===== src/rtl/seg_memory_pkg.sv =====
// seg_memory_pkg: shared constants for the MEM stage
package seg_memory_pkg;
  localparam int MEMREAD  = 8;
  localparam int MEMWRITE = 7;
  localparam int BRANCH   = 6;
  localparam int BRANCHNE = 5;
  localparam int UNSIGNED = 4;
  localparam int SIZE_HI  = 3;
  localparam int SIZE_LO  = 2;
  localparam logic [1:0] SZ_BYTE = 2'b00;
  localparam logic [1:0] SZ_HALF = 2'b01;
  localparam logic [1:0] SZ_WORD = 2'b10;
  localparam logic [0:0] ST_IDLE   = 1'b0;
  localparam logic [0:0] ST_ACCESS = 1'b1;
endpackage


===== src/rtl/seg_memory_align.sv =====
// seg_memory_align: byte-lane steering, alignment check and load extension
module seg_memory_align
  import seg_memory_pkg::*;
#(
  parameter int LEN = 32
) (
  input  logic [1:0]     i_addr,
  input  logic [1:0]     i_size,
  input  logic           i_unsigned,
  input  logic [LEN-1:0] i_wdata,
  input  logic [LEN-1:0] i_rdata,
  output logic [3:0]     o_be,
  output logic [LEN-1:0] o_wdata,
  output logic [LEN-1:0] o_rdata,
  output logic           o_mis
);
  logic is_byte, is_half;
  logic [7:0] lane_b;
  logic [15:0] lane_h;
  // size 11 falls through to word handling everywhere
  always_comb begin
    is_byte = i_size == SZ_BYTE;
    is_half = i_size == SZ_HALF;
    lane_b = i_rdata[{i_addr, 3'b000} +: 8];
    lane_h = i_addr[1] ? i_rdata[31:16] : i_rdata[15:0];
    o_mis = is_half ? i_addr[0] : !is_byte & (i_addr != 2'b00);
    o_be = is_byte ? 4'b0001 << i_addr : is_half ? (i_addr[1] ? 4'b1100 : 4'b0011) : 4'b1111;
    o_wdata = is_byte ? {(LEN/8){i_wdata[7:0]}} : is_half ? {(LEN/16){i_wdata[15:0]}} : i_wdata;
    o_rdata = is_byte ? {{(LEN-8){!i_unsigned & lane_b[7]}}, lane_b} :
              is_half ? {{(LEN-16){!i_unsigned & lane_h[15]}}, lane_h} : i_rdata;
  end
endmodule


===== src/rtl/seg_memory.sv =====
// seg_memory: MIPS MEM stage with req/ack data RAM access and MEM/WB register
module seg_memory
  import seg_memory_pkg::*;
#(
  parameter int LEN        = 32,
  parameter int NB_ADDR    = 5,
  parameter int NB_CTRL_WB = 2,
  parameter int NB_CTRL_M  = 9
) (
  input  logic                  i_clk,
  input  logic                  i_rst,
  input  logic                  i_valid,
  input  logic                  i_flush,
  input  logic [LEN-1:0]        i_ALU_result,
  input  logic [LEN-1:0]        i_write_data,
  input  logic [NB_ADDR-1:0]    i_write_register,
  input  logic                  i_ALU_zero,
  input  logic [LEN-1:0]        i_PC_branch,
  input  logic [NB_CTRL_WB-1:0] i_ctrl_wb_bus,
  input  logic [NB_CTRL_M-1:0]  i_ctrl_mem_bus,
  output logic                  o_mem_req,
  output logic                  o_mem_we,
  output logic [LEN-1:0]        o_mem_addr,
  output logic [3:0]            o_mem_be,
  output logic [LEN-1:0]        o_mem_wdata,
  input  logic                  i_mem_ack,
  input  logic [LEN-1:0]        i_mem_rdata,
  output logic                  o_stall,
  output logic                  o_PCSrc,
  output logic [LEN-1:0]        o_PC_branch,
  output logic                  o_misaligned,
  output logic [LEN-1:0]        o_rd_mem_forwarding,
  output logic [LEN-1:0]        o_read_data,
  output logic [LEN-1:0]        o_ALU_result,
  output logic [NB_ADDR-1:0]    o_write_register,
  output logic [NB_CTRL_WB-1:0] o_ctrl_wb_bus
);
  logic [0:0] state;
  logic idle, live, acc, mis, fault, unused_ok;
  logic [LEN-1:0] ext;

  seg_memory_align #(.LEN(LEN)) u_align (
    .i_addr     (i_ALU_result[1:0]),
    .i_size     (i_ctrl_mem_bus[SIZE_HI:SIZE_LO]),
    .i_unsigned (i_ctrl_mem_bus[UNSIGNED]),
    .i_wdata    (i_write_data),
    .i_rdata    (i_mem_rdata),
    .o_be       (o_mem_be),
    .o_wdata    (o_mem_wdata),
    .o_rdata    (ext),
    .o_mis      (mis)
  );

  assign unused_ok = ^i_ctrl_mem_bus[1:0];
  assign idle = state == ST_IDLE;
  assign live = i_valid & !i_flush;
  assign acc = live & (i_ctrl_mem_bus[MEMREAD] | i_ctrl_mem_bus[MEMWRITE]);
  assign fault = acc & mis;
  assign o_stall = idle ? acc & !mis : !i_mem_ack;
  assign o_mem_req = !idle & !i_rst;
  assign o_mem_we = o_mem_req & i_ctrl_mem_bus[MEMWRITE];
  assign o_mem_addr = {i_ALU_result[LEN-1:2], 2'b00};
  assign o_PCSrc = live & i_ctrl_mem_bus[BRANCH] & (i_ALU_zero ^ i_ctrl_mem_bus[BRANCHNE]);
  assign o_PC_branch = i_PC_branch;
  assign o_rd_mem_forwarding = i_ALU_result;

  // stalling means "an access is pending", so the stall itself steers the FSM
  always_ff @(posedge i_clk) begin
    if (i_rst) state <= ST_IDLE;
    else state <= o_stall ? ST_ACCESS : ST_IDLE;
  end

  // MEM/WB register; a flush arriving mid-access must not kill the committing op
  always_ff @(posedge i_clk) begin
    if (i_rst) begin
      o_read_data      <= '0;
      o_ALU_result     <= '0;
      o_write_register <= '0;
      o_ctrl_wb_bus    <= '0;
    end else if (!o_stall) begin
      o_read_data      <= !idle & i_ctrl_mem_bus[MEMREAD] ? ext : '0;
      o_ALU_result     <= i_ALU_result;
      o_write_register <= i_write_register;
      o_ctrl_wb_bus    <= (idle & !live) | fault ? '0 : i_ctrl_wb_bus;
    end
  end

  // alignment fault is a one-cycle pulse alongside the bubble it creates
  always_ff @(posedge i_clk) begin
    if (i_rst) o_misaligned <= 1'b0;
    else o_misaligned <= fault;
  end
endmodule


===== config.mk =====
export PLATFORM = sky130hd
export DESIGN_NAME = seg_memory
export DESIGN_NICKNAME = d
export VERILOG_FILES = /design/src/rtl/seg_memory_pkg.sv /design/src/rtl/seg_memory_align.sv /design/src/rtl/seg_memory.sv
export SDC_FILE = /design/constraint.sdc
export NUM_CORES = 1
export LEC_CHECK = 0
export ABC_AREA = 1
export CAP_MARGIN = 20
export CORE_AREA = 2 2 140 142
export DETAILED_ROUTE_END_ITERATION = 7
export DIE_AREA = 0 0 142 144
export PLACE_DENSITY = 0.66
export SLEW_MARGIN = 30
export SYNTH_ARGS = -nofsm -noshare
export SYNTH_HDL_FRONTEND = slang
export SYNTH_SLANG_ARGS = --single-unit

===== constraint.sdc =====
create_clock -name i_clk -period 3.1 [get_ports i_clk]
set_input_delay 0.775 -clock i_clk [delete_from_list [all_inputs] [get_ports i_clk]]
set_output_delay 0.775 -clock i_clk [all_outputs]
set_load 0.03 [all_outputs]

==> results.md <==
Worst setup path
* input port to output pin — category of the most critical setup path
* sky130_fd_sc_hd__clkdlybuf4s50_1 — critical path's slowest cell
* 0.61 ns — peak per-stage delay on the critical path
* 2.23 ns — Critical Path AT
* 6 — CP Max Fanout
* i_ctrl_mem_bus[2] — Setup crit start
* 2.32 ns — required arrival time at the worst endpoint
* input port — Setup crit start kind
* clkdlybuf4s50_1, buf_4, nand3_1, nand2_1, nand2_1, buf_12 — cell breakdown of the critical path
* output pin — Critical Path End Type
* sky130_fd_sc_hd__nand2_1 — Most Frequent Cell on Critical Path
* state$_SDFF_PP0_ — launch instance of the worst register-to-register path

Synth
* 0.319 — sequential-to-total area share from yosys stat
* sky130_fd_sc_hd__nand2_1 — most frequently used cell type in the post-synthesis netlist
* sky130_fd_sc_hd__dfxtp_1 (32%), sky130_fd_sc_hd__buf_4 (19%), sky130_fd_sc_hd__nand2_1 (12%) — cell types occupying the most area after synthesis
* 0.319 — area share of the largest cell type after synthesis
* sky130_fd_sc_hd__dfxtp_1 — top flip-flop cell by instance count after synthesis
* 6.61 um^2 — synthesized area per cell
* 0 — number of enable flip-flop cells after synthesis
* 694 — Mapped Cells
* 0 — share of flip-flops with an asynchronous set or reset after synthesis
* 0 — Syn. warnings
* 73 — flops & latches, synth
* 4580 um^2 — Mapped Area
* sky130_fd_sc_hd__dfxtp_1 — biggest area consumer among synthesized cells
* 26 — Unique masters post-synth
* sky130_fd_sc_hd__nand2_1 (151), sky130_fd_sc_hd__buf_4 (113), sky130_fd_sc_hd__nand3_1 (110) — commonest cells in the netlist

Global routing
* 26.7 mm — first-pass GRT wire length
* 0 — sum of overflow across all layers after global routing
* 0.173 — GRT Resource Usage Total
* 72 — largest net degree at the start of global routing
* 4739 — via count of the first global-routing pass
* 0 — antenna violations before repair

Power
* 0.000183 V — maximum VDD drop
* 409 nW/um^2 — power per unit of standard cell area
* 3.23 nW — total leakage power

Clock tree
* 0.34 ns — clock latency of the later-clocked register in the worst-skew pair
* 9 — number of buffers added by the clock tree synthesis step
* 2 — CTS Buffer Depth
* 73 — number of sinks handled by clock tree synthesis
* 0.06 ns — Clock Pin Slew Worst Setup and Hold Paths
* done — CTS tree
* 3 — CTS H-tree lvls
* sky130_fd_sc_hd__clkbuf_16 — clock root cell
* 0 — number of buffers added to fix hold violations after cts

Finish
* 0 — antenna diode count
* 1121 — final cell count without fillers
* 1028 — Final Net Count
* 7320 um^2 — Layout Cell Area excl Fill
* 2047 — filler cell count
* 59.7% — layout overhead on the synthesized area
* 0.0985 — share of cells above drive strength 1

Timing
* 0.970 — part of the cycle the worst path needs
* 0.333 GHz — maximum operating frequency
* 0.467 ns — worst hold slack
* 0 ns — final total negative setup slack
* 3.01 ns — minimum period implied by the final worst setup slack
* 0.494 — worst max-slew margin expressed relative to the limit
* 0 — final setup violating endpoints
* 0.0935 ns — slack of the critical path
* 0 — hold violation count in the final report
* 0 — max-slew violation total from the final report
* no — setup repair after global routing missed its margin
* 0.759 ns — slew of the pin with the lowest slew margin
* 0.00723 ns — largest clock skew in the final design

Placement
* 0.808 — Placer Congestion
* -0.0839 ns — placement-stage worst setup slack
* 7010 um^2 — cell area after placement
* 1104 — placed insts
* 289 — Port Buf Inserts
* 14.5 mm — half-perimeter wire length after detailed placement

Die
* 19100 um^2 — area of the placeable core
* 144 um — Die Ht
* 0.240 — Initial Utilization
* 20400 um^2 — overall die area
* 358 — I/O pin total
* 51 — floorplan row count
* 142 um — die outline width

Flow run
* 0 — max-capacitance violation count

Detailed routing
* 18.1 mm — final wirelength
* 4.49 — post-detailed-route via-to-cell ratio
* 0 — DRC
* 283 — Starting DRT DRC Count
* 6 — DRT Pass-1 Iters
* 0 — DRT antenna net count
* 5037 — vias
* 16.1 um — mean routed wirelength per cell

Status
* finished, final reports clean — run status

Min path
* flip-flop to flip-flop — worst min-delay path class
* o_read_data[11]$_SDFFE_PP0N_ — Min-Delay Startpoint

flip-flops by register name (all words and copies together), names as in the netlist:
register          count
o_write_register      5
state                 1
o_ctrl_wb_bus         2
o_read_data          32
o_misaligned          1
o_ALU_result         32
placed cells by master (no fill, tap or decap), drive strengths merged:
cell	instances
inv	66
nor3b	1
xnor2	1
dfxtp	73
bufinv	1
nand3	111
dlymetal6s2s	1
clkinv	1
clkdlybuf4s50	256
nand4	4
nor2	39
clkinvlp	2
and3	1
a31oi	1
a21oi	7
o21ai	82
or2	1
clkbuf	11
buf	58
conb	2
nand2	155
o211ai	9
critical path: cells and delay by family:
| family | cells | cell delay [ns] |
|---|---|---|
| simple gates | 3 | 0.49 |
| buf+inv | 3 | 0.96 |
per-layer routing:
layer,up-vias,part of all wire,global-route usage
met5,-,0,0
met4,0,0.016,0.0547
met3,30,0.089,0.0523
met2,260,0.52,0.319
met1,2242,0.37,0.189
li1,2505,-,-
kinds of logic after synthesis:
| kind of cell | Yosys count | synth area share |
|---|---|---|
| simple gates | 312 | 0.298 |
| buf+inv | 208 | 0.267 |
| flops | 73 | 0.319 |
| compound gates | 99 | 0.113 |
| other cells | 1 | 0.000818 |
| xor+xnor | 1 | 0.00191 |
worst paths after layout:
| path | endpoint | slack (ns) | depth (start not counted) |
|---|---|---|---|
| setup / recovery | o_mem_be[0] | 0.09 | 6 |
| hold / removal | o_read_data[11]$_SDFFE_PP0N_ | 0.47 | 2 |
| setup reg to reg | o_ALU_result[0]$_SDFFE_PP0N_ | 1.22 | 6 |
| hold reg to reg | o_read_data[11]$_SDFFE_PP0N_ | 0.47 | 2 |
where the power goes:
part	internal, mW	switching, mW
clock	0.650	0.415
sequential	0.977	0.0185
combinational	0.407	0.530
total	2.03	0.964
through the flow:
stage,power [mW],util
final,3.00,0.384
after CTS,3.06,0.384
after global routing,3.15,0.384
after detailed placement,1.96,0.367
after floorplan,1.61,-
after global placement,1.96,0.367
layout make-up:
class	count	area [um^2]	area share
timing repair buffer	315	3110	0.425
clock inverter	5	62.6	0.00855
clock buffer	11	243	0.0332
sequential	73	1460	0.200
multi-input combinational	414	1900	0.260
inverter	65	244	0.0333
tap	238	298	0.0407
timing repair:
action / 4_1_cts / 5_1_grt
pin swaps: 1 / 0
gates resized for setup: 1 / 1
setup buffers: 1 / 0
setup endpoints to repair: 1 / 1
Note: power is estimated with default switching activity, not from simulation.
